<file path="config.mk">
export PLATFORM = sky130hd
export DESIGN_NAME = memory_arbiter
export DESIGN_NICKNAME = d
export VERILOG_FILES = /design/src/rtl/memory_arbiter.sv
export SDC_FILE = /design/constraint.sdc
export NUM_CORES = 1
export LEC_CHECK = 0
export CORE_MARGIN = 5
export CORE_UTILIZATION = 47
export CTS_CLUSTER_DIAMETER = 30
export DETAILED_ROUTE_END_ITERATION = 8
export GPL_TIMING_DRIVEN = 0
export PLACE_DENSITY_LB_ADDON = 0.1
export REMOVE_ABC_BUFFERS = 1
export SYNTH_ARGS = -nofsm -noshare
export SYNTH_HDL_FRONTEND = slang
export SYNTH_SLANG_ARGS = --single-unit
export TNS_END_PERCENT = 10
</file>
<file path="constraint.sdc">
create_clock -name clk -period 3.85 [get_ports clk]
set_input_delay 0.77 -clock clk [delete_from_list [all_inputs] [get_ports clk]]
set_output_delay 0.77 -clock clk [all_outputs]
set_load 0.05 [all_outputs]
</file>
<file path="src/rtl/memory_arbiter.sv">
// Arbitrates the CPU fetch and load/store ports onto one external memory bus.
// Define MEMORY_ARBITER_ROUND_ROBIN_EN for alternating priority on contention; otherwise data always wins.
module memory_arbiter #(
  parameter int TIMEOUT_CYCLES = 255
) (
  input  logic        clk,
  input  logic        rst,
  input  logic [31:0] instruction_address,
  input  logic        instruction_ready,
  output logic        instruction_wait,
  output logic [31:0] instruction,
  input  logic [31:0] memory_address,
  input  logic [31:0] memory_data_store,
  input  logic        memory_read,
  input  logic [1:0]  memory_write,
  input  logic        memory_ready,
  output logic        memory_wait,
  output logic [31:0] memory_data_load,
  output logic        memory_fault,
  output logic        bus_request,
  output logic [31:0] bus_address,
  output logic        bus_write,
  output logic [3:0]  bus_byte_enable,
  output logic [31:0] bus_data_out,
  input  logic        bus_ack,
  input  logic [31:0] bus_data_in
);

  typedef enum logic [1:0] {S_IDLE, S_INST, S_DATA} state_t;

  localparam logic [7:0] LP_LAST = 8'(TIMEOUT_CYCLES - 1);

  state_t     r_state;
  logic       r_inst_done;
  logic       r_data_done;
  logic [7:0] r_count;

  logic w_inst_req;
  logic w_data_req;
  logic w_pick_inst;
  logic w_pick_data;
  logic w_inst_misal;
  logic w_data_misal;
  logic w_data_store;
  logic w_data_noop;

  function automatic logic [3:0] lane_enable(input logic [1:0] size, input logic [1:0] addr);
    case (size)
      2'd1:    lane_enable = 4'b0001 << addr;
      2'd2:    lane_enable = addr[1] ? 4'b1100 : 4'b0011;
      2'd3:    lane_enable = 4'b1111;
      default: lane_enable = 4'b0000;
    endcase
  endfunction

  function automatic logic [31:0] lane_data(input logic [1:0] size, input logic [31:0] data);
    case (size)
      2'd1:    lane_data = {4{data[7:0]}};
      2'd2:    lane_data = {2{data[15:0]}};
      default: lane_data = data;
    endcase
  endfunction

  assign instruction_wait = instruction_ready & ~r_inst_done;
  assign memory_wait      = memory_ready & ~r_data_done;

  // A port that is completing this cycle is not eligible for a new grant.
  assign w_inst_req = instruction_ready & ~r_inst_done;
  assign w_data_req = memory_ready & ~r_data_done;

`ifdef MEMORY_ARBITER_ROUND_ROBIN_EN
  logic r_last_data;

  always_ff @(posedge clk) begin
    if (!rst) begin
      r_last_data <= 1'b1;
    end else if (r_state == S_IDLE && (w_pick_inst || w_pick_data)) begin
      r_last_data <= w_pick_data;
    end
  end

  assign w_pick_data = w_data_req & ~(w_inst_req & r_last_data);
`else
  assign w_pick_data = w_data_req;
`endif
  assign w_pick_inst = w_inst_req & ~w_pick_data;

  assign w_inst_misal = |instruction_address[1:0];
  assign w_data_store = |memory_write;
  assign w_data_noop  = ~w_data_store & ~memory_read;

  // Loads are checked as word accesses; bytes can never be misaligned.
  always_comb begin
    w_data_misal = 1'b0;
    case (memory_write)
      2'd0:    w_data_misal = memory_read & (|memory_address[1:0]);
      2'd1:    w_data_misal = 1'b0;
      2'd2:    w_data_misal = memory_address[0];
      default: w_data_misal = |memory_address[1:0];
    endcase
  end

  always_ff @(posedge clk) begin
    if (!rst) begin
      r_state          <= S_IDLE;
      r_inst_done      <= 1'b0;
      r_data_done      <= 1'b0;
      r_count          <= 8'd0;
      instruction      <= 32'd0;
      memory_data_load <= 32'd0;
      memory_fault     <= 1'b0;
      bus_request      <= 1'b0;
      bus_address      <= 32'd0;
      bus_write        <= 1'b0;
      bus_byte_enable  <= 4'b0000;
      bus_data_out     <= 32'd0;
    end else begin
      r_inst_done <= 1'b0;
      r_data_done <= 1'b0;
      case (r_state)
        S_IDLE: begin
          if (w_pick_inst) begin
            if (w_inst_misal) begin
              r_inst_done  <= 1'b1;
              instruction  <= 32'd0;
              memory_fault <= 1'b1;
            end else begin
              bus_request     <= 1'b1;
              bus_address     <= {instruction_address[31:2], 2'b00};
              bus_write       <= 1'b0;
              bus_byte_enable <= 4'b0000;
              bus_data_out    <= 32'd0;
              r_count         <= 8'd0;
              r_state         <= S_INST;
            end
          end else if (w_pick_data) begin
            if (w_data_misal) begin
              r_data_done      <= 1'b1;
              memory_data_load <= 32'd0;
              memory_fault     <= 1'b1;
            end else if (w_data_noop) begin
              r_data_done  <= 1'b1;
              memory_fault <= 1'b0;
            end else begin
              bus_request     <= 1'b1;
              bus_address     <= {memory_address[31:2], 2'b00};
              bus_write       <= w_data_store;
              bus_byte_enable <= lane_enable(memory_write, memory_address[1:0]);
              bus_data_out    <= w_data_store ? lane_data(memory_write, memory_data_store) : 32'd0;
              r_count         <= 8'd0;
              r_state         <= S_DATA;
            end
          end
        end
        S_INST, S_DATA: begin
          // An ack in the final allowed cycle still counts as a normal completion.
          if (bus_ack || r_count == LP_LAST) begin
            bus_request  <= 1'b0;
            memory_fault <= ~bus_ack;
            r_state      <= S_IDLE;
            if (r_state == S_INST) begin
              instruction <= bus_ack ? bus_data_in : 32'd0;
              r_inst_done <= 1'b1;
            end else begin
              memory_data_load <= bus_ack ? bus_data_in : 32'd0;
              r_data_done      <= 1'b1;
            end
          end else begin
            r_count <= r_count + 8'd1;
          end
        end
        default: r_state <= S_IDLE;
      endcase
    end
  end

endmodule

</file>
* Yosys cells after proc, flatten, opt, wreduce, memory -nomap -nowiden
Index checks and enable logic that the tools add are counted.
Cells by class: add/subtract/negate cells 1, multiply operators 0, divide/modulo/power cells 0, magnitude comparators 0, equality and inequality tests 24, shift-type cells 1, muxes and demuxes 77, bitwise gates (word level) 11, reduce and logical (&&, ||, !) cells 16
Operators with widths (count):
- 32-bit 2-to-1 mux | 21
- 32-bit case mux with 2 select lines | 3
- 8-bit 2-to-1 mux | 6
- 1-bit 2-to-1 mux | 27
- 4-bit 2-to-1 mux | 6
- 2-bit != test (second input constant) | 12
- 5-bit AND reduction | 4
- 6-bit AND reduction | 3
- 8-bit case mux with 2 select lines | 1
- 3-bit != test (second input constant) | 5
- 2-bit 2-to-1 mux | 6
- 4-bit case mux with 3 select lines | 1
- 8-bit by 1-bit adder with 8-bit output (second input constant) | 1
- 8-bit == test (second input constant) | 1
- 1-bit case mux with 2 select lines | 4
- 2-bit OR reduction | 4
- 2-bit == test (second input constant) | 3
- 1-bit inverter | 6
- 1-bit bitwise AND | 5
- 2-bit by 1-bit == test with 1-bit output (second input constant) | 2
- 2-bit zero test | 2
- 4-bit != test (second input constant) | 1
- 2-bit case mux with 2 select lines | 1
- 2-bit nonzero test | 2
- 3 further kinds | 3
Storage, ports and cells: bits in registers 147, bits in latches 0, memory bits (writable) 0, bits in read-only memories 0, bits of input ports 136, output and inout bits 137, word-level logic and storage cells 142, memories 0

* Depth between registers and ports, before layout
depth after elaboration 8, gate-level depth with buffers 9, gate-level depth less buffers 6

* Worst setup path after synthesis
Ideal clock, no wire load.
path type input -> register, start point in memory_write[0], end point reg bus_data_out[15], setup time 70 ps, arrival 2362 ps, data required time 3780 ps, path slack 1418 ps, stages 8, buffers on the path 2, path through inv_1 -> ha_1 -> or3_1 -> buf_2 -> a311oi_4 -> buf_2 -> nand2_1 -> o2bb2ai_1
On the way: word-level cells in the longest chain between the ends 7, elaborated cells on any way between the ends 16, classes of those cells eq/ne (4); mux (7); bitwise (2); reduce/logical (3)
RTL lines:
- start: declaration | line 15 | input logic [1:0] memory_write,
- 2-bit == test or 2-bit by 1-bit == test with 1-bit output (tied branches) | line 57, 95
- 32-bit case mux with 2 select lines | line 57 | case (size)
- 32-bit 2-to-1 mux | line 149 | bus_data_out <= w_data_store ? lane_data(memory_write, memory_data_store) : 32'd0;
- 32-bit 2-to-1 mux | line 141 | end else if (w_data_noop) begin
- 32-bit 2-to-1 mux | line 137 | if (w_data_misal) begin
- 32-bit 2-to-1 mux | line 136 | end else if (w_pick_data) begin
- 32-bit 2-to-1 mux | line 122 | if (w_pick_inst) begin
- end signal: assignment | line 149
- end: declaration | line 24 | output logic [31:0] bus_data_out,
Several ways; a longest one is shown, not always the timed one. The select of a mux whose other input is x is not followed. A chain may end at the register's enable or synchronous reset.

* Worst setup path after layout
start point in memory_write[0], end point reg bus_address[7]
On the way: word-level cells in the longest chain between the ends 5, elaborated cells on any way between the ends 10, classes of those cells eq/ne (4); mux (1); bitwise (2); reduce/logical (3)
RTL lines:
- parallel branches: the longest is 4 deep, another holds 1-bit case mux with 3 select lines
- 5-bit AND reduction (no source line) (*)
- end signal: assignment | line 129 | bus_address <= {instruction_address[31:2], 2'b00};
- end signal: assignment | line 146 | bus_address <= {memory_address[31:2], 2'b00};
- end: declaration | line 21 | output logic [31:0] bus_address,
Every way passes the cells marked *.

==> flow_summary.ini <==
[global_route]
grt_met1_usage = 0.278
track_usage = 0.240
first_global_vias = 6235
gr-total-overflow = 0
first_pass_grt_wire_length_um = 32000
grt_use_met3 = 0.0721
global_route.peak_usage_layer = met2
grt.met2_usage = 0.423
grt_antenna_before_repair = 0
grt_start_max_net_pins = 59

[worst_setup_path]
worst_setup_path_start_kind = input pin
crit_family = simple AND/OR/NAND/NOR gates
worst-path-stages = 7
number_of_cell_instances_on_the_worst_register_to_register_path = 7
critical_path_peak_fanout = 33
timing.setup.critical_path_class = in -> reg
number_of_buffers_and_inverters_on_the_critical_path = 2
cpMaxStageDelayCell = sky130_fd_sc_hd__nor2_4
critical_path.cell_chain = clkdlybuf4s50_1 -> inv_1 -> ha_1 -> or3_1 -> nor2_4 -> or3_2 -> a211oi_1
worst_ep_arrival_time_ns = 3.85
timing.critical_path.required_ns = 4.07
slowest_delay_ns = 0.71
crit_path_end_kind = flop

[placement]
place_worst_setup_slack_ns = -0.864
dp.final_hpwl_um = 14800
number_of_placed_cells_counting_well_taps = 1077
place.gp.congestion = 0.844
port_buffers = 270

[die]
initial_utilization = 0.477
top_level_ports = 273
chipWidth_um = 128
fp-row-count = 43
core_area_sq_um = 13800
floorplan.die_area_sq_um = 16400
chip_height_um = 128

[timing]
layout_min_cycle_time_ns = 3.62
finalHoldViolCount = 0
setup-tns-final_ns = 0
slew_viol_final = 0
worst_slew_margin_rel = 0.104
setup_ws_ns = 0.226
timing.fmax_mhz = 276
finClkSkew_ns = 0.00902
worst_pin_slew_ns = 1.34
period_share = 0.941
report.final.setup_viol = 0
rsz_0062_raised_after_global_routing = false

[logic_synthesis]
synth.distinct_cells = 61
synth.yosys.warnings = 0
gate_count_of_the_mapped_netlist = 679
synth_edf_count = 0
yosys.area.top_type = sky130_fd_sc_hd__dfxtp_1
post_synth_main_area_contributors = sky130_fd_sc_hd__dfxtp_1 (44%), sky130_fd_sc_hd__mux2i_1 (15%), sky130_fd_sc_hd__nand2_1 (6.6%)
synth.ff_latch_count = 145
post_synth.cell_area_avg_sq_um = 9.67
ys_dominant_reg_cell = sky130_fd_sc_hd__dfxtp_1
synth.cell_area_sq_um = 6560
yosys.area.top_type_share = 0.442
synth_async_sr_flop_share = 0
seq_area_frac_synth = 0.442

[clock_network]
ctsRootBufferMaster = sky130_fd_sc_hd__clkbuf_16
insertion_delay_ns = 0.41
htreeDepth = 4
numClockSinks = 145
clock_pin_slew_worst_setup_and_hold_paths_ns = 0.06
tritoncts_clock_tree = done
ctsLongestPathBuffers = 2
cts_buffers = 17
postCtsSetupBuffers = 0

[layout]
final.fill_count = 1079
synthToLayoutAreaGrowth_pct = 50.1
finalCoreUtilization = 0.715
nNetsFinal = 1063
seqCellArea_sq_um = 2900
share_of_cells_above_drive_strength_1 = 0.0603
antenna_cells_inserted = 0
area_used_by_multi_input_combinational_logic_sq_um = 3310
final_cells = 1109

[drt]
vias_per_cell = 5.51
wl_per_cell_um = 18.4
first_pass_iters = 5
initialDrtViolationCount = 413
vias = 6111
ant_nets = 0
drc_errors = 0
routed_wl_um = 20500

[worst_hold_path]
worst_hold_path.num_cells = 2
hold_path.class = reg -> reg

[outcome]
status = finished, final reports clean

[run]
maxCapViolations = 0

[power_and_ir_drop]
totalPowerFinal_uw = 4740
max-vdd-ir-drop_mv = 0.320
pwr_density_cell_nw_per_um2 = 481
power.leakage_uw = 0.00355
==> through the flow <==
step	hold slack, ns	cell area, sq um
after floorplan	0.464	6240
after global placement	0.435	9170
after detailed placement	0.446	9300
after CTS	0.458	9850
after global routing	0.471	9850
final	0.459	9850
==> cell type report <==
type / count / share of cell area
clock inverters: 10 / 0.00876
flip-flops and latches: 145 / 0.295
well taps: 180 / 0.0229
repair buffers: 277 / 0.286
multi-input cells: 463 / 0.336
clock buffers: 22 / 0.0471
inverters: 12 / 0.00457
==> cells by family after synthesis <==
kind of cell               after synthesis  share of synthesized area
AOI/OAI and AO/OA                      148                      0.182
adders and majority gates               11                     0.0210
buffers and inverters                   72                     0.0570
DFF                                    145                      0.442
muxes                                   96                      0.146
other                                    1                   0.000571
and+or+nand+nor                        206                      0.151
==> cells in the mapped netlist, drive strengths merged, types with 4 or more instances <==
master   number
mux2i        96
a21oi        14
o32ai         5
a31oi        10
nand4         4
a22oi        15
nand2       115
a211oi       35
nand2b        5
nand3b        4
dfxtp       145
inv          12
buf          28
nor2b         9
o2bb2ai      21
nor3          4
nor4         31
nor2         19
clkbuf       27
ha           11
a22o         15
a21o          6
o21ai         5
==> report_power, final <==
part           switching, uW  leakage, uW  internal (uW)
combinational            932      0.00210            612
clock                    604     0.000277            918
sequential              58.8      0.00118           1610
==> worst register-to-register path: stages, from the launching register on <==
cell and delay, ns:
sky130_fd_sc_hd__dfxtp_1 0.41, sky130_fd_sc_hd__inv_1 0.07, sky130_fd_sc_hd__ha_1 0.62, sky130_fd_sc_hd__nand4_1 0.25
sky130_fd_sc_hd__o21ai_1 0.57, sky130_fd_sc_hd__o211a_2 0.70, sky130_fd_sc_hd__buf_12 0.28, sky130_fd_sc_hd__mux2i_1 0.22
==> sequential cells by signal, indices dropped and copies added, names as in the netlist <==
register / cells
instruction: 32
r_data_done: 1
r_inst_done: 1
bus_byte_enable: 4
memory_data_load: 32
bus_write: 1
memory_fault: 1
r_state: 2
r_count: 8
bus_data_out: 32
bus_address: 30
bus_request: 1
==> cells in the final DEF (no fill, tap or decap), types with 4 or more instances in the layout <==
cell type                         count
sky130_fd_sc_hd__a211oi_1            35
sky130_fd_sc_hd__a21o_1               6
sky130_fd_sc_hd__a21oi_1             13
sky130_fd_sc_hd__a22o_1              15
sky130_fd_sc_hd__a22oi_1             15
sky130_fd_sc_hd__a31oi_1             10
sky130_fd_sc_hd__clkbuf_16           17
sky130_fd_sc_hd__clkdlybuf4s50_1    269
sky130_fd_sc_hd__clkinv_2             6
sky130_fd_sc_hd__dfxtp_1            145
sky130_fd_sc_hd__ha_1                11
sky130_fd_sc_hd__inv_1               10
sky130_fd_sc_hd__mux2i_1             96
sky130_fd_sc_hd__nand2_1            115
sky130_fd_sc_hd__nand2b_1             4
sky130_fd_sc_hd__nand3b_1             4
sky130_fd_sc_hd__nand4_1              4
sky130_fd_sc_hd__nor2_1              16
sky130_fd_sc_hd__nor2b_1              9
sky130_fd_sc_hd__nor3_1               4
sky130_fd_sc_hd__nor4_1              30
sky130_fd_sc_hd__o2bb2ai_1           21
sky130_fd_sc_hd__o32ai_1              5
==> final timing paths <==
path                                       from                  end  slack, ns
worst max-delay path            memory_write[0]       bus_address[7]       0.23
worst max register to register       r_state[0]  memory_data_load[7]       0.65
worst min register to register  instruction[28]      instruction[28]       0.46
worst min-delay path            instruction[28]      instruction[28]       0.46
==> routing by layer <==
layer / vias to the layer above / wire [um]
met5: - / 0
met4: 0 / 408
met3: 30 / 1670
met2: 249 / 10200
met1: 2873 / 8170
li1: 2959 / -
==> timing repair <==
| item | in CTS | in global routing |
|---|---|---|
| hold buffers | 0 | 0 |
| gates resized for setup | 2 | 0 |
| endpoints found under the setup margin | 40 | 0 |
Power figures use the tool's default switching activity.
